[config.mk]
export PLATFORM = sky130hd
export DESIGN_NAME = jt5205_mch_flat
export DESIGN_NICKNAME = d
export VERILOG_FILES = /design/src/rtl/jt5205_mch_if.sv /design/src/rtl/jt5205_mch.sv /design/src/flat_wrapper.sv
export SDC_FILE = /design/constraint.sdc
export NUM_CORES = 1
export LEC_CHECK = 0
export ABC_AREA = 1
export CAP_MARGIN = 20
export CORE_ASPECT_RATIO = 2
export CORE_MARGIN = 4
export CORE_UTILIZATION = 52
export DETAILED_ROUTE_END_ITERATION = 6
export GPL_TIMING_DRIVEN = 0
export PLACE_DENSITY = 0.69
export REMOVE_ABC_BUFFERS = 1
export SYNTH_ARGS = -nofsm -noshare
export SYNTH_HDL_FRONTEND = slang
export SYNTH_SLANG_ARGS = --single-unit
[constraint.sdc]
create_clock -name clk -period 5.05 [get_ports clk]
set_input_delay 0.505 -clock clk [delete_from_list [all_inputs] [get_ports clk]]
set_output_delay 0.505 -clock clk [all_outputs]
set_load 0.01 [all_outputs]
[src/rtl/jt5205_mch_if.sv]
// Push port of the multi-channel ADPCM decoder: one 4-bit nibble plus its
// target channel, transferred on din_valid & din_ready. The decoder is the
// slave; din_ready depends combinationally on din_ch.
interface jt5205_mch_if #(
    parameter int CHW = 2
) ();
    logic [3:0]     din;
    logic [CHW-1:0] din_ch;
    logic           din_valid;
    logic           din_ready;

    modport master (output din, output din_ch, output din_valid, input din_ready);
    modport slave  (input din, input din_ch, input din_valid, output din_ready);
endinterface

[src/rtl/jt5205_mch.sv]
// jt5205_mch: NCH-channel MSM5205-style 4-bit ADPCM decoder.
// Per-channel nibble FIFO and sample-rate divider feed one shared decode
// engine that serves one channel per 6-clk pass (round-robin). Per-channel
// 12-bit saturated samples plus a registered mixed sum.
// Optional feature: define JT5205_MCH_INTERP_EN to average each mix sum with
// the previous one (half-sample linear interpolation).
module jt5205_mch #(
    parameter int NCH  = 4,
    parameter int FAW  = 2,
    parameter int CHW  = 2,
    parameter int MIXW = 14
) (
    input  logic                   clk,
    input  logic                   rst_n,
    input  logic                   cen,
    input  logic [2*NCH-1:0]       sel,
    input  logic [NCH-1:0]         ch_en,
    jt5205_mch_if.slave            push,
    output logic [12*NCH-1:0]      sound,
    output logic [NCH-1:0]         sample,
    output logic [NCH-1:0]         underrun,
    output logic [NCH-1:0]         overrun,
    output logic signed [MIXW-1:0] mix,
    output logic                   mix_sample
);
    localparam int           DEPTH = 2**FAW;
    localparam logic [FAW:0] FULL  = (FAW+1)'(DEPTH);

    typedef enum logic [2:0] {S_IDLE, S_LOAD, S_ACC0, S_ACC1, S_ACC2, S_STORE} state_t;

    function automatic logic [10:0] delta(input logic [5:0] i);
        case (i)
            6'd0:  delta = 11'd16;   6'd1:  delta = 11'd17;   6'd2:  delta = 11'd19;
            6'd3:  delta = 11'd21;   6'd4:  delta = 11'd23;   6'd5:  delta = 11'd25;
            6'd6:  delta = 11'd28;   6'd7:  delta = 11'd31;   6'd8:  delta = 11'd34;
            6'd9:  delta = 11'd37;   6'd10: delta = 11'd41;   6'd11: delta = 11'd45;
            6'd12: delta = 11'd50;   6'd13: delta = 11'd55;   6'd14: delta = 11'd60;
            6'd15: delta = 11'd66;   6'd16: delta = 11'd73;   6'd17: delta = 11'd80;
            6'd18: delta = 11'd88;   6'd19: delta = 11'd97;   6'd20: delta = 11'd107;
            6'd21: delta = 11'd118;  6'd22: delta = 11'd130;  6'd23: delta = 11'd143;
            6'd24: delta = 11'd157;  6'd25: delta = 11'd173;  6'd26: delta = 11'd190;
            6'd27: delta = 11'd209;  6'd28: delta = 11'd230;  6'd29: delta = 11'd253;
            6'd30: delta = 11'd279;  6'd31: delta = 11'd307;  6'd32: delta = 11'd337;
            6'd33: delta = 11'd371;  6'd34: delta = 11'd408;  6'd35: delta = 11'd449;
            6'd36: delta = 11'd494;  6'd37: delta = 11'd544;  6'd38: delta = 11'd598;
            6'd39: delta = 11'd658;  6'd40: delta = 11'd724;  6'd41: delta = 11'd796;
            6'd42: delta = 11'd876;  6'd43: delta = 11'd963;  6'd44: delta = 11'd1060;
            6'd45: delta = 11'd1166; 6'd46: delta = 11'd1282; 6'd47: delta = 11'd1411;
            default: delta = 11'd1552;
        endcase
    endfunction

    function automatic logic [6:0] lim_of(input logic [1:0] s);
        case (s)
            2'd0:    lim_of = 7'd95;
            2'd1:    lim_of = 7'd63;
            default: lim_of = 7'd47;
        endcase
    endfunction

    // divider / pending state
    logic [6:0]     cnt_q [NCH];
    logic [NCH-1:0] pend_q, overrun_q, tick_d, pend_clr_d;
    // FIFO state
    logic [3:0]     mem_q  [NCH][DEPTH];
    logic [FAW-1:0] wp_q   [NCH];
    logic [FAW-1:0] rp_q   [NCH];
    logic [FAW:0]   fcnt_q [NCH];
    logic [NCH-1:0] push_v_d, pop_v_d;
    logic           rdy_d, pop_d;
    // engine state
    state_t                state_q;
    logic [CHW-1:0]        ch_q, last_q, pick_ch_d;
    logic                  pick_vld_d;
    logic [3:0]            nib_q;
    logic [10:0]           d_q, dcur_d;
    logic [12:0]           acc_q;
    logic signed [11:0]    snd_q [NCH];
    logic [5:0]            idx_q [NCH];
    logic [NCH-1:0]        sample_q, underrun_q;
    logic                  cur_en;
    logic [FAW:0]          cur_cnt;
    logic [3:0]            cur_head;
    logic [5:0]            cur_idx, idx_d;
    logic signed [11:0]    cur_snd, sat_d;
    logic signed [13:0]    ext_d, qv_d, y_d;
    logic signed [7:0]     step_d, nidx_d;
    // mix state
    logic                  mix_pend_q, mix_sample_q;
    logic signed [MIXW-1:0] mix_q, sum_d;
`ifdef JT5205_MCH_INTERP_EN
    logic signed [MIXW-1:0] prev_q;
`endif

    // rate tick: counter reaches the selected limit on an enabled cen
    always_comb begin
        tick_d = '0;
        for (int unsigned k = 0; k < NCH; k++)
            tick_d[k] = cen && ch_en[k] && (sel[2*k +: 2] != 2'd3)
                        && (cnt_q[k] == lim_of(sel[2*k +: 2]));
    end

    // per-channel rate counters, pending-request flags and overrun pulses
    always_ff @(posedge clk or negedge rst_n) begin
        if (!rst_n) begin
            for (int unsigned k = 0; k < NCH; k++) cnt_q[k] <= '0;
            pend_q    <= '0;
            overrun_q <= '0;
        end else begin
            for (int unsigned k = 0; k < NCH; k++) begin
                if (!ch_en[k] || sel[2*k +: 2] == 2'd3) cnt_q[k] <= '0;
                else if (cen) cnt_q[k] <= tick_d[k] ? 7'd0 : cnt_q[k] + 7'd1;
                if (!ch_en[k])          pend_q[k] <= 1'b0;
                else if (tick_d[k])     pend_q[k] <= 1'b1;
                else if (pend_clr_d[k]) pend_q[k] <= 1'b0;
                overrun_q[k] <= tick_d[k] && pend_q[k];
            end
        end
    end

    // push readiness and per-channel push/pop strobes
    always_comb begin
        rdy_d    = 1'b0;
        push_v_d = '0;
        pop_v_d  = '0;
        for (int unsigned k = 0; k < NCH; k++)
            if (push.din_ch == CHW'(k)) rdy_d = ch_en[k] && (fcnt_q[k] != FULL);
        for (int unsigned k = 0; k < NCH; k++) begin
            push_v_d[k] = push.din_valid && rdy_d && (push.din_ch == CHW'(k));
            pop_v_d[k]  = pop_d && (ch_q == CHW'(k));
        end
    end
    assign push.din_ready = rdy_d;

    // nibble FIFOs; a disabled channel is flushed
    always_ff @(posedge clk or negedge rst_n) begin
        if (!rst_n) begin
            for (int unsigned k = 0; k < NCH; k++) begin
                wp_q[k] <= '0; rp_q[k] <= '0; fcnt_q[k] <= '0;
                for (int unsigned j = 0; j < DEPTH; j++) mem_q[k][j] <= '0;
            end
        end else begin
            for (int unsigned k = 0; k < NCH; k++) begin
                if (!ch_en[k]) begin
                    wp_q[k] <= '0; rp_q[k] <= '0; fcnt_q[k] <= '0;
                end else begin
                    if (push_v_d[k]) begin
                        mem_q[k][wp_q[k]] <= push.din;
                        wp_q[k] <= wp_q[k] + 1'b1;
                    end
                    if (pop_v_d[k]) rp_q[k] <= rp_q[k] + 1'b1;
                    if (push_v_d[k] && !pop_v_d[k])      fcnt_q[k] <= fcnt_q[k] + 1'b1;
                    else if (!push_v_d[k] && pop_v_d[k]) fcnt_q[k] <= fcnt_q[k] - 1'b1;
                end
            end
        end
    end

    // round-robin pick, view of the channel in service, STORE arithmetic
    always_comb begin
        logic           hi_vld, lo_vld;
        logic [CHW-1:0] hi_ch, lo_ch;
        hi_vld = 1'b0; lo_vld = 1'b0; hi_ch = '0; lo_ch = '0;
        for (int unsigned k = 0; k < NCH; k++) begin
            if (pend_q[k] && !lo_vld) begin lo_vld = 1'b1; lo_ch = CHW'(k); end
            if (pend_q[k] && !hi_vld && CHW'(k) > last_q) begin hi_vld = 1'b1; hi_ch = CHW'(k); end
        end
        pick_vld_d = lo_vld;
        pick_ch_d  = hi_vld ? hi_ch : lo_ch;

        cur_en = 1'b0; cur_cnt = '0; cur_head = '0; cur_idx = '0; cur_snd = '0;
        for (int unsigned k = 0; k < NCH; k++)
            if (ch_q == CHW'(k)) begin
                cur_en   = ch_en[k];
                cur_cnt  = fcnt_q[k];
                cur_head = mem_q[k][rp_q[k]];
                cur_idx  = idx_q[k];
                cur_snd  = snd_q[k];
            end
        pop_d  = (state_q == S_LOAD) && cur_en && (cur_cnt != '0);
        dcur_d = delta(cur_idx);

        pend_clr_d = '0;
        for (int unsigned k = 0; k < NCH; k++)
            if (ch_q == CHW'(k))
                pend_clr_d[k] = (state_q == S_STORE) || (state_q == S_LOAD && !pop_d);

        ext_d = {{2{cur_snd[11]}}, cur_snd};
        qv_d  = {1'b0, acc_q};
        y_d   = nib_q[3] ? ext_d - qv_d : ext_d + qv_d;
        if (y_d > 14'sd2047)       sat_d = 12'sd2047;
        else if (y_d < -14'sd2048) sat_d = -12'sd2048;
        else                       sat_d = y_d[11:0];

        if (nib_q[2]) step_d = 8'sd2 + $signed({5'd0, nib_q[1:0], 1'b0});
        else          step_d = -8'sd1;
        nidx_d = $signed({2'b00, cur_idx}) + step_d;
        if (nidx_d < 8'sd0)       idx_d = 6'd0;
        else if (nidx_d > 8'sd48) idx_d = 6'd48;
        else                      idx_d = nidx_d[5:0];
    end

    // decode engine: one channel per pass; disabling the channel aborts the pass
    always_ff @(posedge clk or negedge rst_n) begin
        if (!rst_n) begin
            state_q <= S_IDLE;
            ch_q <= '0; last_q <= '0; nib_q <= '0; d_q <= '0; acc_q <= '0;
            sample_q <= '0; underrun_q <= '0;
            for (int unsigned k = 0; k < NCH; k++) begin snd_q[k] <= '0; idx_q[k] <= '0; end
        end else begin
            sample_q   <= '0;
            underrun_q <= '0;
            if (state_q != S_IDLE && !cur_en) begin
                state_q <= S_IDLE;
            end else begin
                case (state_q)
                    S_IDLE: if (pick_vld_d) begin
                        ch_q    <= pick_ch_d;
                        last_q  <= pick_ch_d;
                        state_q <= S_LOAD;
                    end
                    S_LOAD: if (!pop_d) begin
                        for (int unsigned k = 0; k < NCH; k++)
                            if (ch_q == CHW'(k)) underrun_q[k] <= 1'b1;
                        state_q <= S_IDLE;
                    end else begin
                        nib_q   <= cur_head;
                        d_q     <= dcur_d;
                        acc_q   <= {5'd0, dcur_d[10:3]};
                        state_q <= S_ACC0;
                    end
                    S_ACC0: begin
                        if (nib_q[2]) acc_q <= acc_q + {2'd0, d_q};
                        state_q <= S_ACC1;
                    end
                    S_ACC1: begin
                        if (nib_q[1]) acc_q <= acc_q + {3'd0, d_q[10:1]};
                        state_q <= S_ACC2;
                    end
                    S_ACC2: begin
                        if (nib_q[0]) acc_q <= acc_q + {4'd0, d_q[10:2]};
                        state_q <= S_STORE;
                    end
                    S_STORE: begin
                        for (int unsigned k = 0; k < NCH; k++)
                            if (ch_q == CHW'(k)) begin
                                snd_q[k]    <= sat_d;
                                idx_q[k]    <= idx_d;
                                sample_q[k] <= 1'b1;
                            end
                        state_q <= S_IDLE;
                    end
                    default: state_q <= S_IDLE;
                endcase
            end
            for (int unsigned k = 0; k < NCH; k++)
                if (!ch_en[k]) begin snd_q[k] <= '0; idx_q[k] <= '0; end
        end
    end

    // sign-extended sum of all channel samples
    always_comb begin
        sum_d = '0;
        for (int unsigned k = 0; k < NCH; k++)
            sum_d = sum_d + {{(MIXW-12){snd_q[k][11]}}, snd_q[k]};
    end

    // mix register, updated one clk after each completed STORE
    always_ff @(posedge clk or negedge rst_n) begin
        if (!rst_n) begin
            mix_pend_q   <= 1'b0;
            mix_sample_q <= 1'b0;
            mix_q        <= '0;
`ifdef JT5205_MCH_INTERP_EN
            prev_q       <= '0;
`endif
        end else begin
            mix_pend_q   <= (state_q == S_STORE) && cur_en;
            mix_sample_q <= mix_pend_q;
            if (mix_pend_q) begin
`ifdef JT5205_MCH_INTERP_EN
                mix_q  <= (prev_q >>> 1) + (sum_d >>> 1);
                prev_q <= sum_d;
`else
                mix_q  <= sum_d;
`endif
            end
        end
    end

    // output packing
    always_comb begin
        sound = '0;
        for (int unsigned k = 0; k < NCH; k++) sound[12*k +: 12] = snd_q[k];
    end
    assign sample     = sample_q;
    assign underrun   = underrun_q;
    assign overrun    = overrun_q;
    assign mix        = mix_q;
    assign mix_sample = mix_sample_q;
endmodule

[src/flat_wrapper.sv]
// flat-port wrapper written by rule: the top's interface ports become plain ports
module jt5205_mch_flat 
#(
    parameter int NCH  = 4,
    parameter int FAW  = 2,
    parameter int CHW  = 2,
    parameter int MIXW = 14
)
  (clk, rst_n, cen, sel, ch_en, sound, sample, underrun, overrun, mix, mix_sample, push_din, push_din_ch, push_din_valid, push_din_ready);
  jt5205_mch_if #(.CHW(CHW)) push_i ();
  input  logic clk;
  input  logic rst_n;
  input  logic cen;
  input  logic [2*NCH-1:0] sel;
  input  logic [NCH-1:0] ch_en;
  output logic [12*NCH-1:0] sound;
  output logic [NCH-1:0] sample;
  output logic [NCH-1:0] underrun;
  output logic [NCH-1:0] overrun;
  output logic signed [MIXW-1:0] mix;
  output logic mix_sample;
  input wire logic [$bits(push_i.din)-1:0] push_din;
  input wire logic [$bits(push_i.din_ch)-1:0] push_din_ch;
  input wire logic [$bits(push_i.din_valid)-1:0] push_din_valid;
  output wire logic [$bits(push_i.din_ready)-1:0] push_din_ready;
  assign push_i.din = push_din;
  assign push_i.din_ch = push_din_ch;
  assign push_i.din_valid = push_din_valid;
  assign push_din_ready = push_i.din_ready;
  jt5205_mch #(.NCH(NCH), .FAW(FAW), .CHW(CHW), .MIXW(MIXW)) u_core (.clk(clk), .rst_n(rst_n), .cen(cen), .sel(sel), .ch_en(ch_en), .push(push_i), .sound(sound), .sample(sample), .underrun(underrun), .overrun(overrun), .mix(mix), .mix_sample(mix_sample));
endmodule
==> impl_metrics.yaml, run 1 <==
floorplanning:
  core-area_mm2: 0.03154
  io_pins: 98
  die_h_um: 261.1
  fp-row-count: 92
  die_w_um: 134.5
  start_util_pct: 52.80
  die_area_mm2: 0.03513
worst_setup_path:
  cp_data_required_time_ns: 5.50
  arrival_ns: 4.97
  cp_max_fo: 22
  crit_family: "simple AND/OR/NAND/NOR gates"
  crit_path_start_kind: "register"
  reg2reg_slack_ns: 0.53
  crit_path_start: "u_core.ch_q[1]$_DFFE_PN0P_"
  crit_top_cell: "nand2_1"
  slowest_delay_ns: 0.69
  end_kind: "register"
  path_cells: "nand2_2, inv_2, nand2_1, nand2_1, ha_1, nand2_1, inv_1, nand2_1, nand3_1, nand2_1, nand3_1, a21oi_2, nand2_1, nand3_1, nand2_1"
  rr_startpoint: "u_core.ch_q[1]$_DFFE_PN0P_"
  critPathSlowestCell: "dfrtp_2"
  crit_type: "register to register"
  timing.rr.end: "u_core.idx_q[17]$_DFFE_PN0P_"
  reg2regPathDepth: 15
  cp.buffers_inverters: 2
global_route:
  first_global_vias: 15510
  antenna_found_initial: 0
  grt_util_all_layers_pct: 28.74
  overflow: 0
  grt_max_degree: 121
  grt_pass1_wl_um: 79920
synthesis:
  async_flop_share_pct: 100.0
  syn_area_per_cell_um2: 7.415
  synthesis.area_mm2: 0.01665
  netlist_instances: 2246
  yosys_most_used_dff: "dfrtp_1"
  post_synth_num_cell_types: 59
  synth_edf_count: 0
  ys_seq_area_share_pct: 38.61
  yosys_warnings: 0
  ys_ff_latch: 257
pwr:
  p_sw_share_pct: 45.55
  p_sw_uw: 3847
  pwr-share-comb_pct: 47.0
  vdd_ir_drop_max_v: 0.0003373
  finalPower_uw: 8446
  seq_power_share_pct: 28.9
  leakagePower_uw: 0.009355
  p_int_uw: 4599
  p_per_area_mw_per_mm2: 448.5
  pwr-share-clk_pct: 24.1
sta:
  whs_ns: 0.4684
  relSlewSlack_pct: 43.70
  finalClockSkew_ns: 0.01904
  fin_crit_sh_pct: 89.53
  final_max_slew_viol_count: 0
  setup_viol_count_final: 0
  fmax_mhz: 221.2
  tightestPinTransition_ns: 0.8424
  rsz0062_at_grt: "false"
  hold_violations: 0
  period_minus_slack_ns: 4.521
clocking:
  worstSkewPairLatency_ns: 0.56
  htreeDepth: 1
  clkTransAtPathRegs_ns: 0.07
  cts.sinks: 257
  root_buffer: "clkbuf_16"
  clockBufferDepth: 3
  cts-buffers-inserted: 25
  cts_tree: "yes"
hold_path:
  hp-class: "input port to asynchronous set/reset pin"
finish:
  layout_commonest_cell: "nand2_1"
  mostFrequentLayoutCells: "744 x nand2_1, 256 x inv_1, 255 x dfrtp_1, 163 x o21ai_0, 152 x nand3_1"
  nNetsFinal: 2449
  utilization_pct: 59.71
  diodes: 0
  area_growth_syn_to_layout_pct: 13.08
  drive_gt1_share_pct: 5.508
routing:
  drt-initial-drc-count: 1013
  final_antenna_net_count: 0
  drt_pass1_iterations: 6
  vias_per_cell: 5.580
  wl_per_cell_um: 18.33
  drc: 0
  vias: 15430
  totalWireLength_um: 50670
placed_design:
  dp_hpwl_um: 38300
  port_buffers: 97
  gp_congestion: 0.9429
status:
  status: "completed"
flow_run:
  cap_violations: 0
-- per-stage QoR --
| step | instance area [um2] | std cells | setup slack (ns) | TNS, ns |
|---|---|---|---|---|
| after floorplan | 16360 | 2195 | 1.457 | 0 |
| after global placement | 17860 | 2715 | -7.617 | -1953.56 |
| final | 18830 | 2765 | 0.5286 | 0 |
| after global routing | 18830 | 2765 | 0.3378 | 0 |
| after CTS | 18800 | 2763 | 0.07531 | 0 |
| after detailed placement | 17920 | 2717 | -0.2852 | -8.419 |
-- layer usage --
| metal | vias to the layer above | GRT usage, % | share of wire, % |
|---|---|---|---|
| met5 | - | 0 | 0 |
| met4 | 0 | 18.66 | 7.3 |
| met1 | 7329 | 28.49 | 34 |
| li1 | 7450 | - | - |
| met2 | 481 | 55.56 | 54 |
| met3 | 170 | 2.999 | 4.3 |
-- repair_timing --
item / CTS / global route
pin swaps: 0 / 1
gates resized for setup: 1 / 4
setup endpoints to repair: 44 / 48
gates cloned: 0 / 0
buffers inserted: 0 / 2
hold endpoints to repair: 60 / 0
hold buffers: 1 / 0
-- registers in the layout, summed over array words and instances (netlist names), 11 cells and up --
name / count
u_core.idx_q: 24
u_core.mem_q: 64
u_core.cnt_q: 28
u_core.fcnt_q: 12
u_core.acc_q: 13
u_core.sound: 48
u_core.mix: 14
u_core.d_q: 11
-- power groups by stage --
stage	clock network (uW)	registers [uW]	logic, uW
finish	2030	2440	3970
floorplan	0	2430	2670
global route	2130	2470	4360
global placement	0	2470	3890
CTS	2060	2440	3970
detailed placement	0	2480	3940
-- how the worst max path moves through the flow --
stage | endpoint | cells past startpoint
after floorplan | u_core.mix[9]$_DFFE_PN0P_ | 18
after global placement | u_core.cnt_q[0]$_DFFE_PN0P_ | 1
after detailed placement | u_core.sound[29]$_DFFE_PN0P_ | 17
after CTS | u_core.sound[29]$_DFFE_PN0P_ | 17
after global routing | u_core.idx_q[17]$_DFFE_PN0P_ | 15
final | u_core.idx_q[17]$_DFFE_PN0P_ | 15
-- cell families (layout without fill, tap and decap cells) --
group | after synthesis | in the layout | synth area share [%]
xor+xnor | 66 | 66 | 3.471
fa+ha+maj | 103 | 103 | 8.730
simple gates | 1135 | 1135 | 28.87
compound gates | 349 | 349 | 12.11
flops | 257 | 257 | 38.61
buf+inv | 336 | 432 | 8.204
-- layout make-up --
type	instances	area [um2]
Clock buffer	31	668.1
Clock inverter	14	200.2
Fill cell	2999	12710
Inverter	285	1070
Multi-Input combinational cell	1653	8876
Sequential cell	257	6434
Tap cell	423	529.3
Timing Repair Buffer	102	1056
-- synthesized netlist by cell type (all sizes together) (2+ instances only) --
cell / instances / area share, %
or2: 12 / 0.45
a31oi: 7 / 0.26
buf: 32 / 1.3
o22ai: 34 / 1.3
a21oi: 77 / 2.4
clkbuf: 19 / 0.44
a2111oi: 2 / 0.11
xnor2: 17 / 0.89
nand3: 154 / 4.7
a21boi: 2 / 0.090
o211ai: 7 / 0.35
nor4: 2 / 0.075
fa: 22 / 2.6
o2111ai: 10 / 0.53
nand2: 758 / 17
o21bai: 4 / 0.18
nand3b: 4 / 0.18
o221ai: 10 / 0.53
nand2b: 2 / 0.075
a22o: 5 / 0.26
nand4: 39 / 1.5
nor3: 27 / 0.87
clkinv: 3 / 0.068
inv: 282 / 6.4
nor2: 137 / 3.6
dfrtp: 257 / 39
xor2: 49 / 2.6
ha: 81 / 6.1
o21ai: 172 / 5.2
o21a: 12 / 0.54
Note: power is estimated with default switching activity, not from simulation.
==> run 2: changes to the inputs <==
--- a/config.mk
+++ b/config.mk
@@ -10,6 +10,7 @@
 export CORE_ASPECT_RATIO = 2
 export CORE_MARGIN = 4
 export CORE_UTILIZATION = 52
+export CTS_CLUSTER_SIZE = 16
 export DETAILED_ROUTE_END_ITERATION = 6
 export GPL_TIMING_DRIVEN = 0
 export PLACE_DENSITY = 0.69
==> results of run 2 <==
Same layout as run 1: the final DEF is identical, and so are final timing and power.
